===== config.mk =====
export PLATFORM = sky130hd
export DESIGN_NAME = mul_share_arbiter
export DESIGN_NICKNAME = d
export VERILOG_FILES = /design/src/rtl/mul_arb_pkg.sv /design/src/rtl/mul_share_arbiter_rr.sv /design/src/rtl/mul_share_arbiter.sv
export SDC_FILE = /design/constraint.sdc
export NUM_CORES = 1
export LEC_CHECK = 0
export CAP_MARGIN = 20
export CORE_MARGIN = 2
export CORE_UTILIZATION = 34
export CTS_CLUSTER_SIZE = 14
export DETAILED_ROUTE_END_ITERATION = 16
export PLACE_DENSITY = 0.95
export SETUP_SLACK_MARGIN = 0.02
export SLEW_MARGIN = 25
export SYNTH_ARGS = -nofsm -noshare
export SYNTH_HDL_FRONTEND = slang
export SYNTH_SLANG_ARGS = --single-unit

===== constraint.sdc =====
create_clock -name clk -period 1.8 [get_ports clk]
set_input_delay 0.18 -clock clk [delete_from_list [all_inputs] [get_ports clk]]
set_output_delay 0.18 -clock clk [all_outputs]
set_load 0.02 [all_outputs]

===== src/rtl/mul_arb_pkg.sv =====
// ---------------------------------------------------------------------------
// mul_arb_pkg
// Shared definitions for the multiplier-sharing arbiter slice:
//   - default WIDTH / NREQ / MUL_LAT constants
//   - tag_width(): tag field width for a requester count (minimum 1 bit)
//   - TAG_W: tag width for the default requester count
//   - tag_stage_t: one stage of the tag pipe {valid, tag}
// The tag field is sized from DEF_NREQ; raise DEF_NREQ before instantiating
// the top with more requesters than 2**TAG_W.
// ---------------------------------------------------------------------------
package mul_arb_pkg;

    localparam int DEF_WIDTH   = 8;
    localparam int DEF_NREQ    = 4;
    localparam int DEF_MUL_LAT = 2;

    function automatic int tag_width(input int n);
        return (n > 1) ? $clog2(n) : 1;
    endfunction

    localparam int TAG_W = tag_width(DEF_NREQ);

    typedef struct packed {
        logic             valid;
        logic [TAG_W-1:0] tag;
    } tag_stage_t;

endpackage


===== src/rtl/mul_share_arbiter_rr.sv =====
// ---------------------------------------------------------------------------
// rr_arbiter
// Combinational one-hot grant among NREQ requesters.
//   MUL_ARB_RR_EN defined  : round-robin; search starts at a pointer register
//                            and wraps; pointer moves past the winner when
//                            'advance' is high.
//   MUL_ARB_RR_EN undefined: fixed priority, lowest index wins; no pointer,
//                            so clk/rst/advance ports are not present.
// Ports:
//   clk, rst (async active-high), advance  -- round-robin build only
//   req [NREQ]  request vector
//   gnt [NREQ]  one-hot-or-zero grant
// ---------------------------------------------------------------------------
module rr_arbiter
    import mul_arb_pkg::*;
#(
    parameter int NREQ = DEF_NREQ
) (
`ifdef MUL_ARB_RR_EN
    input  logic            clk,
    input  logic            rst,
    input  logic            advance,
`endif
    input  logic [NREQ-1:0] req,
    output logic [NREQ-1:0] gnt
);

`ifdef MUL_ARB_RR_EN
    localparam int PTR_W = tag_width(NREQ);

    logic [PTR_W-1:0] ptr_r;
    logic [PTR_W-1:0] ptr_nxt_s;
    logic [NREQ-1:0]  mask_s;
    logic [NREQ-1:0]  pick_s;

    // Requests at or above the pointer win; if none, wrap to the full vector.
    always_comb begin
        mask_s = '0;
        for (int i = 0; i < NREQ; i++) begin
            mask_s[i] = (PTR_W'(i) >= ptr_r);
        end
        pick_s = ((req & mask_s) != '0) ? (req & mask_s) : req;
        // Isolate the lowest set bit of the chosen vector.
        gnt    = pick_s & (~pick_s + {{(NREQ-1){1'b0}}, 1'b1});
    end

    // Next pointer is the index just past the winner, wrapping to 0.
    always_comb begin
        ptr_nxt_s = ptr_r;
        for (int i = 0; i < NREQ; i++) begin
            ptr_nxt_s = gnt[i] ? PTR_W'((i + 1) % NREQ) : ptr_nxt_s;
        end
    end

    // Pointer register; holds when nothing is accepted.
    always_ff @(posedge clk or posedge rst) begin
        if (rst) begin
            ptr_r <= '0;
        end else if (advance) begin
            ptr_r <= ptr_nxt_s;
        end else begin
            ptr_r <= ptr_r;
        end
    end
`else
    // Fixed priority: lowest set request bit wins.
    always_comb begin
        gnt = req & (~req + {{(NREQ-1){1'b0}}, 1'b1});
    end
`endif

endmodule


===== src/rtl/mul_share_arbiter.sv =====
// ---------------------------------------------------------------------------
// mul_share_arbiter
// Shares one external fully pipelined unsigned multiplier (latency MUL_LAT
// edges) among NREQ requesters. One requester is granted per cycle, its
// operands are steered onto mul_a/mul_b, and a tag pipe MUL_LAT deep carries
// the requester index so the product returns to the issuer one edge after
// it appears on mul_y. Build macro MUL_ARB_RR_EN selects round-robin
// arbitration; without it arbitration is fixed priority (lowest index).
// Ports:
//   clk, rst          clock, asynchronous active-high reset
//   req_valid[NREQ]   per-requester valid
//   req_a/req_b       packed operands, requester i at [i*WIDTH +: WIDTH]
//   req_ready[NREQ]   combinational one-hot-or-zero grant (0 during reset)
//   mul_a/mul_b       operands to the multiplier (0 when nothing granted)
//   mul_y             product from the multiplier
//   resp_valid[NREQ]  one-cycle response pulse to the issuing requester
//   resp_y            registered product, holds when resp_valid is 0
//   busy              an accepted operation is still awaiting its response
// ---------------------------------------------------------------------------
module mul_share_arbiter
    import mul_arb_pkg::*;
#(
    parameter int WIDTH   = DEF_WIDTH,
    parameter int NREQ    = DEF_NREQ,
    parameter int MUL_LAT = DEF_MUL_LAT
) (
    input  logic                  clk,
    input  logic                  rst,
    input  logic [NREQ-1:0]       req_valid,
    input  logic [NREQ*WIDTH-1:0] req_a,
    input  logic [NREQ*WIDTH-1:0] req_b,
    output logic [NREQ-1:0]       req_ready,
    output logic [WIDTH-1:0]      mul_a,
    output logic [WIDTH-1:0]      mul_b,
    input  logic [2*WIDTH-1:0]    mul_y,
    output logic [NREQ-1:0]       resp_valid,
    output logic [2*WIDTH-1:0]    resp_y,
    output logic                  busy
);

    logic [NREQ-1:0]    gnt_s;
    logic [NREQ-1:0]    ready_s;
    logic               grant_any_s;
    logic [TAG_W-1:0]   gnt_idx_s;
    logic [WIDTH-1:0]   mul_a_s;
    logic [WIDTH-1:0]   mul_b_s;
    logic [NREQ-1:0]    resp_nxt_s;
    logic               busy_nxt_s;

    tag_stage_t         pipe_r [MUL_LAT];
    logic [NREQ-1:0]    resp_valid_r;
    logic [2*WIDTH-1:0] resp_y_r;
    logic               busy_r;

    rr_arbiter #(
        .NREQ    (NREQ)
    ) u_arb (
`ifdef MUL_ARB_RR_EN
        .clk     (clk),
        .rst     (rst),
        .advance (grant_any_s),
`endif
        .req     (req_valid),
        .gnt     (gnt_s)
    );

    // Grant is suppressed during reset; any grant is an accept since ready
    // only ever follows an asserted valid.
    always_comb begin
        ready_s     = rst ? '0 : gnt_s;
        grant_any_s = |ready_s;
    end

    // Operand steering and grant index encoding (AND-OR mux, zero when idle).
    always_comb begin
        mul_a_s   = '0;
        mul_b_s   = '0;
        gnt_idx_s = '0;
        for (int i = 0; i < NREQ; i++) begin
            mul_a_s   = mul_a_s | (req_a[i*WIDTH +: WIDTH] & {WIDTH{ready_s[i]}});
            mul_b_s   = mul_b_s | (req_b[i*WIDTH +: WIDTH] & {WIDTH{ready_s[i]}});
            gnt_idx_s = ready_s[i] ? TAG_W'(i) : gnt_idx_s;
        end
    end

    // Decode the last tag stage into the next response pulse; busy next cycle
    // is any new accept or any tag still travelling (the last stage becomes
    // the response pulse).
    always_comb begin
        resp_nxt_s = '0;
        busy_nxt_s = grant_any_s;
        for (int i = 0; i < NREQ; i++) begin
            resp_nxt_s[i] = pipe_r[MUL_LAT-1].valid &&
                            (pipe_r[MUL_LAT-1].tag == TAG_W'(i));
        end
        for (int k = 0; k < MUL_LAT; k++) begin
            busy_nxt_s = busy_nxt_s | pipe_r[k].valid;
        end
    end

    // Tag pipe, response register and busy flag; reset discards in-flight tags.
    always_ff @(posedge clk or posedge rst) begin
        if (rst) begin
            for (int k = 0; k < MUL_LAT; k++) begin
                pipe_r[k] <= '0;
            end
            resp_valid_r <= '0;
            resp_y_r     <= '0;
            busy_r       <= 1'b0;
        end else begin
            pipe_r[0] <= '{valid: grant_any_s, tag: gnt_idx_s};
            for (int k = 1; k < MUL_LAT; k++) begin
                pipe_r[k] <= pipe_r[k-1];
            end
            resp_valid_r <= resp_nxt_s;
            resp_y_r     <= pipe_r[MUL_LAT-1].valid ? mul_y : resp_y_r;
            busy_r       <= busy_nxt_s;
        end
    end

    assign req_ready  = ready_s;
    assign mul_a      = mul_a_s;
    assign mul_b      = mul_b_s;
    assign resp_valid = resp_valid_r;
    assign resp_y     = resp_y_r;
    assign busy       = busy_r;

endmodule


After elaboration in Yosys (flattened, before gate mapping):

Index checks and enable logic that the tools add are counted.

* logic and storage cells: 39
* output and inout bits: 41
* register bits: 27
* bits of input ports: 86

* muxes and demuxes: 4
* bitwise operators: 18
* reduce and logical (&&, ||, !) cells: 6
* equal/unequal tests: 3
* add/sub/neg operators: 1

Operator list (number)
* 8-bit bitwise AND: 8
* 8-bit bitwise OR: 6
* 4-bit by 1-bit adder with 4-bit output (second input constant): 1
* 4-bit bitwise AND: 1
* 2-bit == test (second input constant): 2
* 1-bit logical AND: 4
* 2-bit two-way mux: 2
* 4-bit two-way mux: 1
* 4-bit inverter: 1
* 4-bit OR reduction: 1
* 2-bit by 1-bit == test with 1-bit output (second input constant): 1
* 2-bit zero test: 1
* 1-bit bitwise OR: 2
* 1-bit two-way mux: 1

Logic depth before layout (Yosys ltp):

* depth in word-level cells: 8
* mapped depth: 6
* mapped depth without buffers: 3

Modules after synthesis:

Synthesis repeated with hierarchy kept, for this count alone.

* cell total of the unflattened synthesis: 124
* area total of the unflattened synthesis: 1576.5 um^2

Modules (own cells, without submodules)
* mul_share_arbiter: instances 1, area each 1540.2 um^2, cells an instance 120, seq. area each 675.6 um^2
* rr_arbiter: instances 1, area each 36.3 um^2, cells an instance 4, seq. area each 0.0 um^2

Worst setup path before layout:

Ideal clock, no wire load.

* path type: input to output
* start point: in req_valid[0]
* end point: out mul_a[6]
* required time: 1.620 ns
* stages on the path: 4
* setup slack: 0.398 ns
* path buffers: 2
* data arrival time: 1.222 ns
* cell sequence: buf_4 > nor4b_4 > buf_6 > a221o_1

* elaborated cells between the ends (all ways): 11
* those cells by class: 1 x add/sub; 1 x mux; 9 x bitwise

RTL lines
* start: declaration: RTL line mul_share_arbiter.sv:29 `input logic [NREQ-1:0] req_valid,`
* 4-bit inverter: RTL line mul_share_arbiter_rr.sv:68 `gnt = req & (~req + {{(NREQ-1){1'b0}}, 1'b1});`
* 4-bit by 1-bit adder with 4-bit output: RTL line mul_share_arbiter_rr.sv:68
* 4-bit bitwise AND: RTL line mul_share_arbiter_rr.sv:68
* 4-bit two-way mux: RTL line mul_share_arbiter.sv:70 `ready_s = rst ? '0 : gnt_s;`
* net req_ready[2]: RTL line mul_share_arbiter.sv:32 `output logic [NREQ-1:0] req_ready,`
* 8-bit bitwise AND: RTL line mul_share_arbiter.sv:80 `mul_a_s = mul_a_s | (req_a[i*WIDTH +: WIDTH] & {WIDTH{ready_s[i]}});`
* 8-bit bitwise OR (2 in a row): RTL line mul_share_arbiter.sv:80
* end: declaration: RTL line mul_share_arbiter.sv:33 `output logic [WIDTH-1:0] mul_a,`

The timed path passes the listed nets, and every way through them passes these cells.

Worst setup path after layout:

* start point: in req_valid[2]
* end point: out mul_b[6]

* word-level cells in the longest chain between the ends: 7
* elaborated cells between the ends (all ways): 8
* those cells by class: 1 x add/sub; 1 x mux; 6 x bitwise

RTL lines
* 4-bit inverter: RTL line mul_share_arbiter_rr.sv:68
* 4-bit by 1-bit adder with 4-bit output: RTL line mul_share_arbiter_rr.sv:68
* 4-bit bitwise AND (*): RTL line mul_share_arbiter_rr.sv:68
* 4-bit two-way mux (*): RTL line mul_share_arbiter.sv:70
* 8-bit bitwise AND: RTL line mul_share_arbiter.sv:81 `mul_b_s = mul_b_s | (req_b[i*WIDTH +: WIDTH] & {WIDTH{ready_s[i]}});`
* 8-bit bitwise OR: RTL line mul_share_arbiter.sv:81
* 8-bit bitwise OR (*): RTL line mul_share_arbiter.sv:81
* end: declaration: RTL line mul_share_arbiter.sv:34 `output logic [WIDTH-1:0] mul_b,`

Mark *: on every way between the ends. The rest lies on a longest branch, timed or not.

==> run_results.csv <==
group,metric,value,unit
cts,cts_buffers,3,
detailed_routing,routedWlPerCell,14.6,um
timing,slew_viol_final,0,
yosys,ys_ff_latch,27,
final_layout,fin_nets,350,
timing,skew,0.00550,ns
critical_path,rr_worst_depth,1,
yosys,synth_top_family_by_area,"simple AND/OR/NAND/NOR gates",
critical_path,worstSetupEndpointType,"output pin",
detailed_routing,drtIter0Drc,76,
job,cap_violations,0,
die,rows,24,
cts,cts.clk_slew.worst_paths,0.10,ns
cts,cts_tree,"done",
critical_path,required,1.62,ns
critical_path,start_kind,"input port",
timing,max_freq,571,MHz
critical_path,rr_endpoint,"resp_y[6]",
timing,rsz0062_at_grt,"false",
yosys,synthCells,137,
cts,cts_hold_buf,0,
yosys,synth-adder-area-share,0,%
die,initial_core_util,34.6,%
grt,antenna_found_initial,0,
detailed_routing,ant_nets,0,
critical_path,cp_top_family,"buffers and inverters",
placement,place_inst,310,
status,status,"finished clean",
critical_path,crit_path_cell_trace,"clkdlybuf4s50_1, nor2_2, and3_4, a221o_1, clkdlybuf4s15_1",
yosys,ys_seq_area_share,45.5,%
critical_path,criticalPathCategory,"in -> out",
final_layout,layout_commonest_cell,"clkdlybuf4s50_1",
yosys,yosysWarnings,0,
cts,numClockSinks,27,
grt,first_global_vias,1683,
cts,clk_path_buf_depth,2,
yosys,synth_cell_types,23,
cts,root_buffer,"clkbuf_8",
cts,cts_htree_levels,1,
die,core-area,4290,um^2
die,ios,127,
final_layout,mostFrequentLayoutCells,"clkdlybuf4s50_1 (105), dfrtp_1 (27), nand2_1 (17), a21oi_1 (17)",
timing,post-route-period-util,97.2,%
placement,place_ws,-0.444,ns
detailed_routing,drcViolationCount,0,
timing,setup_ws,0.0500,ns
grt,grt_max_degree,34,
timing,setup_tns,0,ns
timing,slew_headroom,50.5,%
detailed_routing,num_vias,1600,
cts,cts_setup_buffers,0,
pwr,power.leakage,1.17,nW
timing,hold_viol,0,
final_layout,diodes,0,
critical_path,cpPeakStageDelay,0.50,ns
critical_path,worstPathArrival,1.57,ns
critical_path,r2r_start,"pipe_r[2]",
timing,worst_pin_slew,0.742,ns
pwr,power,1.64,mW
pwr,vdd_drop_max,0.000324,V
yosys,synth_top_area_cell,"dfrtp_1",
detailed_routing,avgViaCountPerCell,5.08,
detailed_routing,firstDrtPassIters,4,
critical_path,r2r_slack,0.44,ns
yosys,synth_mux_area_share,12.1,%
timing,fin_crit,1.75,ns
die,die-width,70.1,um
final_layout,final_layout_size_suffix_gt1_share,17.9,%
critical_path,crit_fanout,9,
yosys,synthSimpleGateAreaFrac,19.5,%
timing,setup_viol_count_final,0,
yosys,synth_nets,223,
min_path,hold_path_class,"in -> async",
grt,overflow,0,
detailed_routing,wl,4580,um
final_layout,fin_util,65.6,%
yosys,synth-compound-area-share,16.5,%
yosys,post_synth.cell_area_avg,10.8,um^2
pwr,powerDensity,580,nW/um^2
critical_path,slowest_stage,"clkdlybuf4s50_1",
placement,portBuffers,126,
die,fp.dieArea,4910,um^2
cts,clock_latency,0.28,ns
final_layout,area_growth_syn_to_layout,89.8,%
final_layout,final_cells,315,
placement,hpwlAfterDp,3550,um
grt,grt_first_pass_wirelength,7450,um
placement,gp_congestion,0.726,
final_layout,fillers,359,
critical_path,crit_buf_inv,2,
yosys,yosys-top-cells-area,"dfrtp_1 (45%), mux2_2 (12%), a221o_1 (11%)",
yosys,netlist.area_leader.share,45.5,%
yosys,synth_xor_area_share,0,%
yosys,syn_area,1490,um^2
die,dieHeight,70.1,um
grt,grtUsageTotal,18.7,%
worst max-delay path by stage:
stage	start	to	depth (start not counted)
3_3_place_gp	req_valid[1]	mul_a[2]	6
2_1_floorplan	req_valid[0]	mul_a[6]	4
4_1_cts	req_valid[2]	mul_a[4]	5
3_5_place_dp	req_valid[0]	mul_a[3]	5
6_report	req_valid[2]	mul_b[6]	5
5_1_grt	req_valid[2]	mul_b[6]	5
routing by layer:
metal	share of wire [%]	GRT usage, %
met3	9.2	5.19
met2	52	35.1
met5	0	0
met1	36	18.9
met4	3.7	8.55
logic make-up after synthesis:
logic type             after synthesis
AND/OR/NAND/NOR                     47
AO/OA/AOI/OAI                       33
flip-flops                          27
multiplexers                        16
buffers and inverters               14
sequential cells by signal (all words and copies together), names as in the netlist:
| register | cells |
|---|---|
| busy | 1 |
| resp_valid | 4 |
| pipe_r | 6 |
| resp_y | 16 |
stage by stage:
step	hold WS, ns	cell area, um^2
2_1_floorplan	0.331	1490
3_3_place_gp	0.331	2790
3_5_place_dp	0.336	2790
4_1_cts	0.300	2860
5_1_grt	0.341	2820
6_report	0.291	2820
cells in the mapped netlist:
library cell and instances:
nor2b_1 1, dfrtp_1 27, a221o_1 16, clkbuf_1 5, buf_4 1, buf_8 1, buf_2 3, and3b_1 1
or2_1 2, or3_1 1, nor4b_4 1, nor3b_1 1, nand3b_1 16, a21oi_1 17, nand2_1 17, and3_4 1
and2_1 1, inv_1 1, nor2_2 1, nor2_1 3, mux2_2 16, buf_6 3, and3_1 1
power by group:
group / switching (mW) / leakage [nW] / internal, mW / total, mW
Sequential: 0.0314 / 0.328 / 0.658 / 0.689
Clock: 0.195 / 0.0261 / 0.163 / 0.357
Combinational: 0.233 / 0.820 / 0.357 / 0.590
what timing repair did:
item / in CTS / in global routing
endpoints found under the setup margin: 20 / 10
endpoints found under the hold margin: 0 / 0
pin swaps: 1 / 0
resized for setup: 48 / 10
gates cloned: 1 / 0
final cells by class:
type | count | area [um^2] | share of cell area, %
timing repair buffer | 134 | 1300 | 46.0
multi-input combinational | 97 | 727 | 25.8
sequential | 27 | 676 | 24.0
tap | 52 | 65.1 | 2.31
clock buffer | 3 | 41.3 | 1.46
clock inverter | 1 | 8.76 | 0.311
inverter | 1 | 3.75 | 0.133
(Power assumes the default switching activity.)
